$ cat config.mk
export PLATFORM = sky130hd
export DESIGN_NAME = pipeline_stall_controller
export DESIGN_NICKNAME = d
export VERILOG_FILES = /design/src/rtl/pipeline_stall_controller.sv
export SDC_FILE = /design/constraint.sdc
export NUM_CORES = 1
export LEC_CHECK = 0
export CAP_MARGIN = 5
export CORE_MARGIN = 2
export CORE_UTILIZATION = 53
export DETAILED_ROUTE_END_ITERATION = 7
export HOLD_SLACK_MARGIN = 0.12
export MAX_ROUTING_LAYER = met4
export PLACE_DENSITY_LB_ADDON = 0.05
export SYNTH_ARGS = -nofsm -noshare
export SYNTH_HDL_FRONTEND = slang
export SYNTH_SLANG_ARGS = --single-unit
$ cat constraint.sdc
create_clock -name clk_i -period 1.9 [get_ports clk_i]
set_input_delay 0.285 -clock clk_i [delete_from_list [all_inputs] [get_ports clk_i]]
set_output_delay 0.285 -clock clk_i [all_outputs]
set_load 0.01 [all_outputs]
$ cat src/rtl/pipeline_stall_controller.sv
// pipeline_stall_controller: stall/flush sequencer merging load-use stalls, branch flushes and a req/ack data-memory handshake
module pipeline_stall_controller #(
    parameter int TIMEOUT   = 64,
    parameter int CNT_WIDTH = 16
) (
    input  logic                 clk_i,
    input  logic                 rst_i,
    input  logic                 hazard_stall_i,
    input  logic                 branch_taken_i,
    input  logic                 EXMEM_MemRead_i,
    input  logic                 EXMEM_MemWrite_i,
    input  logic                 mem_ack_i,
    output logic                 mem_req_o,
    output logic                 PC_write_o,
    output logic                 IFID_write_o,
    output logic                 IFID_flush_o,
    output logic                 IDEX_bubble_o,
    output logic                 EXMEM_write_o,
    output logic                 MEMWB_bubble_o,
    output logic                 error_o,
    output logic [CNT_WIDTH-1:0] stall_cnt_o
);
    typedef enum logic [1:0] {S_RUN, S_WAIT, S_DONE, S_ERR} state_t;
    state_t                 state_q;
    logic                   mem_req_q, error_q;
    logic [15:0]            wait_q;
    logic [CNT_WIDTH-1:0]   cnt_q, cnt_d;
    logic                   mem_acc, freeze, go;
    always_comb begin
        mem_acc        = EXMEM_MemRead_i | EXMEM_MemWrite_i;
        freeze         = (state_q == S_RUN && mem_acc) || state_q == S_WAIT || state_q == S_ERR;
        go             = ~rst_i & ~freeze & ~hazard_stall_i;
        PC_write_o     = go;
        IFID_write_o   = go;
        IFID_flush_o   = go & branch_taken_i;
        IDEX_bubble_o  = ~rst_i & ~freeze & hazard_stall_i;
        EXMEM_write_o  = ~rst_i & ~freeze;
        MEMWB_bubble_o = ~rst_i & freeze;
        cnt_d          = ((freeze | hazard_stall_i) && ~&cnt_q) ? cnt_q + 1'b1 : cnt_q;
    end
    always_ff @(posedge clk_i) begin
        if (rst_i) begin
            state_q   <= S_RUN;
            mem_req_q <= 1'b0;
            error_q   <= 1'b0;
            wait_q    <= '0;
            cnt_q     <= '0;
        end else begin
            cnt_q <= cnt_d;
            case (state_q)
                S_RUN: if (mem_acc) begin
                    state_q   <= S_WAIT;
                    mem_req_q <= 1'b1;
                    wait_q    <= '0;
                end
                S_WAIT: if (mem_ack_i) begin
                    state_q   <= S_DONE;
                    mem_req_q <= 1'b0;
                end else if (wait_q == 16'(TIMEOUT - 1)) begin
                    state_q   <= S_ERR;
                    mem_req_q <= 1'b0;
                    error_q   <= 1'b1;
                end else begin
                    wait_q <= wait_q + 16'd1;
                end
                S_DONE: state_q <= S_RUN;
                default: state_q <= S_ERR;
            endcase
        end
    end
    assign mem_req_o   = mem_req_q;
    assign error_o     = error_q;
    assign stall_cnt_o = cnt_q;
endmodule

==> results.json, run 1 <==
{
  "routed-via-count": 1848,
  "setup.worst_path.end_class": "output port",
  "layout.nets": 291,
  "syn2layout_area_growth_pct": 32.2,
  "tightestPinTransition_ns": 0.437,
  "dp.final_hpwl_um": 3250,
  "timing.final.crit_period_ns": 1.85,
  "numCtsBuffers": 5,
  "irDropWorstVdd_mv": 0.622,
  "setup.worst_path.class": "in2out",
  "status": "finished clean",
  "min-delay-path-class": "reg2reg",
  "placed_area_um2": 2430,
  "placement_rows": 21,
  "layout_worst_path_cycle_share_pct": 97.5,
  "synth.area.top_cells": "sky130_fd_sc_hd__dfxtp_1 (37%), sky130_fd_sc_hd__nor2_1 (6.0%), sky130_fd_sc_hd__xnor2_1 (4.5%)",
  "drtPass1Iterations": 4,
  "insertion_delay_ns": 0.34,
  "hold_vio_cnt_final": 0,
  "reg2reg_setup_slack_ns": 0.11,
  "synth_area_per_cell_um2": 8.45,
  "clock-skew-final_ns": 0.00523,
  "cp.arrival_ns": 1.57,
  "global_route_wire_length_before_repair_um": 7620,
  "p_total_mw": 1.49,
  "critical_path.max_stage_delay_ns": 0.52,
  "synth_cell_area_um2": 1930,
  "critical_path.max_fanout": 4,
  "design.die.area_um2": 4130,
  "diode_insertion_count_for_antenna_repair": 0,
  "synth-async-reset-ratio_pct": 0,
  "synth_top_area_cell": "sky130_fd_sc_hd__dfxtp_1",
  "cp_data_required_time_ns": 1.62,
  "port-buffer-count": 30,
  "synth_cell_type_count": 49,
  "met1_usage_pct": 33.4,
  "root_buffer_master": "sky130_fd_sc_hd__clkbuf_4",
  "final.setup.worst_slack_ns": 0.0479,
  "seq_area_frac_synth_pct": 37.4,
  "die_width_um": 64.3,
  "cellLeakagePower_nw": 0.934,
  "final_layout_size_suffix_gt1_share_pct": 19.9,
  "place_worst_setup_slack_ns": -0.339,
  "final_antenna_net_count": 0,
  "grt_max_degree": 24,
  "number_of_synthesized_flops_with_an_enable_pin": 0,
  "power.density_nw_per_um2": 586,
  "post_drt_via_cell_ratio": 5.63,
  "holdWs_ns": 0.491,
  "groute.usage.overall_pct": 24.5,
  "numClockSinks": 36,
  "synth.net_count": 237,
  "synthesized_instance_count": 228,
  "clock_tree_from_tritoncts": "done",
  "cts_htree_levels": 2,
  "startpoint_type": "input pin",
  "gr-usage-met2_pct": 35.8,
  "numPlacedInstances": 320,
  "rsz0062_at_grt": "yes",
  "max_freq_mhz": 540,
  "drt-total-wl_um": 4480,
  "ys.flop_type": "sky130_fd_sc_hd__dfxtp_1",
  "grtUsageMet3_pct": 5.11,
  "placeableCoreArea_um2": 3420,
  "synth_warnings": 0,
  "routedWlPerCell_um": 13.6,
  "timing.max_cap.violations": 0,
  "portion_of_synthesized_cell_area_occupied_by_the_leading_cell_type_pct": 37.4,
  "vias_in_the_first_global_route": 1646,
  "grt_antenna_before_repair": 0,
  "die_h_um": 64.3,
  "finish.utilization_pct": 74.5,
  "initial_utilization_pct": 56.4,
  "weighted_congestion_reported_at_the_end_of_routability_driven_placement": 0.881,
  "globalRouteOverflowTotal": 0,
  "clock_tree.buffer_depth": 2,
  "setup_violations": 0,
  "timing.final.max_slew_violations": 0,
  "drc": 0,
  "synth-seq-cells": 36,
  "crit_slowest_cell": "sky130_fd_sc_hd__clkdlybuf4s50_1",
  "floorplan.io_pins": 31,
  "fin_tns_setup_ns": 0,
  "drt_iter0_markers": 118,
  "clk_pin_slew_worst_paths_ns": 0.10,
  "busiest_layer": "met2",
  "final-instance-count-excl-fill": 328,
  "slew_headroom_pct": 70.6,
  "critical_path.cell_chain": "clkdlybuf4s50_1 -> nor4_4 -> buf_4 -> and2_1 -> clkdlybuf4s15_2",
  "postLayoutCellArea_um2": 2550
}
state kept, by name, indices dropped and copies added, names as in the netlist:
| name | count |
|---|---|
| wait_q | 16 |
| state_q | 2 |
| stall_cnt_o | 16 |
| mem_req_o | 1 |
| error_o | 1 |
placed cells by master (no fill, tap or decap), types with 3 or more instances in the layout:
cell | netlist | routed
sky130_fd_sc_hd__a21oi_1 | 8 | 8
sky130_fd_sc_hd__a31oi_1 | 5 | 5
sky130_fd_sc_hd__and3_1 | 4 | 4
sky130_fd_sc_hd__and4_1 | 3 | 3
sky130_fd_sc_hd__buf_4 | 2 | 26
sky130_fd_sc_hd__clkbuf_4 | 0 | 5
sky130_fd_sc_hd__clkdlybuf4s50_1 | 0 | 22
sky130_fd_sc_hd__dfxtp_1 | 36 | 34
sky130_fd_sc_hd__dlygate4sd2_1 | 0 | 5
sky130_fd_sc_hd__nand2_1 | 16 | 16
sky130_fd_sc_hd__nand2b_1 | 5 | 5
sky130_fd_sc_hd__nand3_1 | 14 | 14
sky130_fd_sc_hd__nand4_1 | 8 | 8
sky130_fd_sc_hd__nor2_1 | 31 | 30
sky130_fd_sc_hd__nor3_1 | 8 | 7
sky130_fd_sc_hd__nor4_1 | 6 | 5
sky130_fd_sc_hd__nor4_2 | 3 | 3
sky130_fd_sc_hd__o21ai_0 | 3 | 3
sky130_fd_sc_hd__o21ai_1 | 12 | 12
sky130_fd_sc_hd__o31ai_1 | 6 | 6
sky130_fd_sc_hd__xnor2_1 | 10 | 10
sky130_fd_sc_hd__xor2_1 | 4 | 4
worst max-delay path: cells and delay by family:
| family | cells | cell delay (ns) |
|---|---|---|
| buf+inv | 3 | 0.90 |
| simple gates | 2 | 0.38 |
cell type report:
class | instances | area (um2)
multi-input cells | 180 | 1170
fillers | 259 | 870
flip-flops and latches | 36 | 723
repair buffers | 58 | 527
clock buffers | 7 | 65.1
well taps | 46 | 57.6
inverters | 1 | 3.75
where the power goes:
part           switching (mW)  internal (mW)  total [mW]
registers              0.0178          0.771       0.789
logic                   0.123          0.130       0.253
clock network           0.241          0.210       0.451
logic make-up after synthesis:
family	after synthesis	synth area share [%]
DFF	36	37.4
AOI/OAI and AO/OA	45	16.0
and+or+nand+nor	118	34.6
xor gates and xnor gates	14	6.37
muxes	1	0.585
buffers and inverters	12	3.70
adders and majority gates	2	1.30
path summary, 6_finish.rpt:
kind / cells past startpoint / startpoint / endpoint
worst max register to register: 6 / wait_q[0] / wait_q[7]
worst min register to register: 2 / error_o / error_o
worst max-delay path: 5 / rst_i / IFID_flush_o
worst min-delay path: 2 / error_o / error_o
cell usage after synthesis (2+ instances only):
cell                       number
sky130_fd_sc_hd__a211oi_1       2
sky130_fd_sc_hd__nor4b_1        2
sky130_fd_sc_hd__clkbuf_1       4
sky130_fd_sc_hd__nor4_1         6
sky130_fd_sc_hd__buf_2          3
sky130_fd_sc_hd__nand4_1        8
sky130_fd_sc_hd__o31ai_1        6
sky130_fd_sc_hd__and4_1         3
sky130_fd_sc_hd__ha_1           2
sky130_fd_sc_hd__nor4_2         3
sky130_fd_sc_hd__a21oi_1        8
sky130_fd_sc_hd__buf_6          2
sky130_fd_sc_hd__o41ai_1        2
sky130_fd_sc_hd__nand2_1       16
sky130_fd_sc_hd__nand2b_1       5
sky130_fd_sc_hd__or4_1          2
sky130_fd_sc_hd__nor3_1         8
sky130_fd_sc_hd__and2_1         2
sky130_fd_sc_hd__nand3_1       14
sky130_fd_sc_hd__o21ai_0        3
sky130_fd_sc_hd__nor2_1        31
sky130_fd_sc_hd__dfxtp_1       36
sky130_fd_sc_hd__o41ai_2        2
sky130_fd_sc_hd__and3_1         4
sky130_fd_sc_hd__or3_1          2
sky130_fd_sc_hd__buf_4          2
sky130_fd_sc_hd__a31oi_1        5
sky130_fd_sc_hd__xnor2_1       10
sky130_fd_sc_hd__o21ai_1       12
sky130_fd_sc_hd__xor2_1         4
routing by layer:
layer / wire length [um] / up-vias
met5: 0 / -
met4: 56 / 0
met3: 267 / 5
met2: 1940 / 57
met1: 2210 / 837
li1: - / 949
timing repair:
action | CTS | global route
hold buffers | 0 | 0
buffers inserted | 0 | 1
endpoints found under the setup margin | 6 | 16
resized for setup | 11 | 9
pin swaps | 0 | 1
No activity file was read; power rests on OpenSTA's default activity.
==> run 2, diff against run 1 <==
--- a/config.mk
+++ b/config.mk
@@ -12,6 +12,7 @@
 export HOLD_SLACK_MARGIN = 0.12
 export MAX_ROUTING_LAYER = met4
 export PLACE_DENSITY_LB_ADDON = 0.05
+export REMOVE_ABC_BUFFERS = 1
 export SYNTH_ARGS = -nofsm -noshare
 export SYNTH_HDL_FRONTEND = slang
 export SYNTH_SLANG_ARGS = --single-unit
==> constraint.sdc (replaced) <==
create_clock -name clk_i -period 1.9 [get_ports clk_i]
set_input_delay 0.38 -clock clk_i [delete_from_list [all_inputs] [get_ports clk_i]]
set_output_delay 0.38 -clock clk_i [all_outputs]
set_load 0.01 [all_outputs]
==> run 2 against run 1 <==
  * Worst setup slack improved by 0.030 ns
  * Die area unchanged
  * Utilization rose by 0.48 points
  * Combinational power hardly changed
  * Global-route usage is 1.1 points higher
  * Routed wire length rose by 4.8%
  * Sequential share of layout area shrank 0.18 points
  * Non-clock buffer count rose by 2
  * Maximum frequency grew 1.7%
  * Critical path depth grew 1
  * Sequential power is essentially flat
  * Largest power group unchanged
==> results.json, run 2 (synthesized netlist as in run 1, its figures left out) <==
{
  "globalRouteOverflowTotal": 0,
  "routed-via-count": 1884,
  "clkPwrFrac_pct": 34.7,
  "tightestPinTransition_ns": 0.465,
  "setup_violations": 0,
  "grt_max_degree": 20,
  "diode_insertion_count_for_antenna_repair": 0,
  "fin_tns_setup_ns": 0,
  "die_width_um": 64.3,
  "clock_tree.buffer_depth": 2,
  "crit_slowest_cell": "sky130_fd_sc_hd__or4_1",
  "min-delay-path-class": "reg2reg",
  "finish.utilization_pct": 75.0,
  "placeableCoreArea_um2": 3420,
  "layout.nets": 293,
  "timing.max_cap.violations": 0,
  "vias_in_the_first_global_route": 1775,
  "switching_share_of_power_pct": 26.6,
  "setup.worst_path.class": "reg2reg",
  "syn2layout_area_growth_pct": 33.1,
  "grt_antenna_before_repair": 0,
  "design.die.area_um2": 4130,
  "floorplan.io_pins": 31,
  "numCtsBuffers": 5,
  "initial_utilization_pct": 56.4,
  "clock_tree_from_tritoncts": "done",
  "drt-total-wl_um": 4690,
  "layout_worst_path_cycle_share_pct": 95.9,
  "placement_rows": 21,
  "port-buffer-count": 30,
  "timing.final.crit_period_ns": 1.82,
  "power.sequential.fraction_pct": 49.3,
  "critical_path.max_fanout": 5,
  "irDropWorstVdd_mv": 0.503,
  "cp.arrival_ns": 2.10,
  "critical_path.max_stage_delay_ns": 0.52,
  "routedWlPerCell_um": 14.2,
  "setup.worst_path.end_class": "flip-flop",
  "post_drt_via_cell_ratio": 5.69,
  "switching_power_mw": 0.426,
  "holdBufCountCts": 0,
  "insertion_delay_ns": 0.34,
  "cp_data_required_time_ns": 2.18,
  "max_freq_mhz": 549,
  "dp.final_hpwl_um": 3360,
  "rsz0062_at_grt": "no",
  "p_comb_share_pct": 16.0,
  "clock-skew-final_ns": 0.0110,
  "placed_area_um2": 2450,
  "cellLeakagePower_nw": 0.933,
  "final_layout_size_suffix_gt1_share_pct": 22.1,
  "path_delay_family": "simple AND/OR/NAND/NOR gates",
  "postLayoutCellArea_um2": 2560,
  "drc": 0,
  "die_h_um": 64.3,
  "power.density_nw_per_um2": 625,
  "groute.usage.overall_pct": 25.6,
  "startpoint_type": "flip-flop",
  "internal_power_mw": 1.18,
  "final_antenna_net_count": 0,
  "p_total_mw": 1.60,
  "timing.final.max_slew_violations": 0,
  "numClockSinks": 36,
  "final_common_cell": "sky130_fd_sc_hd__dfxtp_1",
  "cts_htree_levels": 2,
  "slew_headroom_pct": 68.7,
  "critical_path.cell_chain": "ha_1 -> and3_1 -> nand4_4 -> nand2_2 -> or4_1 -> a21oi_2",
  "most-common-layout-cells": "sky130_fd_sc_hd__dfxtp_1 (34), sky130_fd_sc_hd__nor2_1 (30), sky130_fd_sc_hd__buf_4 (29), sky130_fd_sc_hd__clkdlybuf4s50_1 (20), sky130_fd_sc_hd__nand2_1 (16)",
  "weighted_congestion_reported_at_the_end_of_routability_driven_placement": 0.889,
  "clk_pin_slew_worst_paths_ns": 0.12,
  "hold_vio_cnt_final": 0,
  "drtPass1Iterations": 4,
  "buffers_plus_inverters_on_the_worst_setup_path": 0,
  "status": "finished clean",
  "global_route_wire_length_before_repair_um": 8200,
  "drt_iter0_markers": 243,
  "root_buffer_master": "sky130_fd_sc_hd__clkbuf_4"
}
-- run 2: cell types whose count changed in the layout (fill, tap and decap cells not counted), moves of 2 or more --
cell / change
sky130_fd_sc_hd__clkbuf_8: -2
sky130_fd_sc_hd__buf_4: +3
sky130_fd_sc_hd__buf_2: +3
sky130_fd_sc_hd__clkdlybuf4s50_1: -2
-- run 2: repair_timing --
item                       4_1_cts  5_1_grt
resized for setup               24        7
setup endpoints to repair        6       10
gates cloned                     0        0
buffers inserted                 1        0
pin swaps                        2        1
-- run 2: metal layers --
layer / track usage, % / part of all wire (%) / wire, um / vias up
met5: - / 0 / 0 / -
met4: 5.85 / 0.87 / 41 / 0
met3: 5.28 / 4.4 / 207 / 4
met2: 39.2 / 46 / 2140 / 58
met1: 34.9 / 49 / 2300 / 871
li1: - / - / - / 951
-- run 2: power by group through the flow --
stage	registers [mW]	clock network [mW]	logic, mW
global placement	0.804	0	0.246
CTS	0.788	0.560	0.253
floorplan	0.810	0	0.0952
finish	0.790	0.556	0.256
detailed placement	0.804	0	0.251
global route	0.793	0.605	0.277
-- run 2: area by class of cell --
type                       count  area (um2)
fill                         272         853
multi-input combinational    180        1180
inverter                       1        3.75
clock buffer                   5        37.5
sequential                    36         723
tap                           46        57.6
clock inverter                 3        42.5
timing repair buffer          60         520
-- run 2: worst paths after layout --
kind                   start    endpoint  slack (ns)  cells after the start
setup reg to reg   wait_q[0]   wait_q[8]        0.08                      6
hold reg to reg   wait_q[15]  wait_q[15]        0.48                      1
setup / recovery   wait_q[0]   wait_q[8]        0.08                      6
hold / removal    wait_q[15]  wait_q[15]        0.48                      1
-- run 2: through the flow --
| stage | std cells | setup slack (ns) | hold WS [ns] |
|---|---|---|---|
| after floorplan | 217 | -0.0379 | 0.432 |
| after global placement | 322 | -0.471 | 0.467 |
| after detailed placement | 322 | -0.533 | 0.450 |
| after CTS | 331 | 0.00532 | 0.482 |
| after global routing | 331 | 0.00247 | 0.496 |
| final | 331 | 0.0781 | 0.481 |
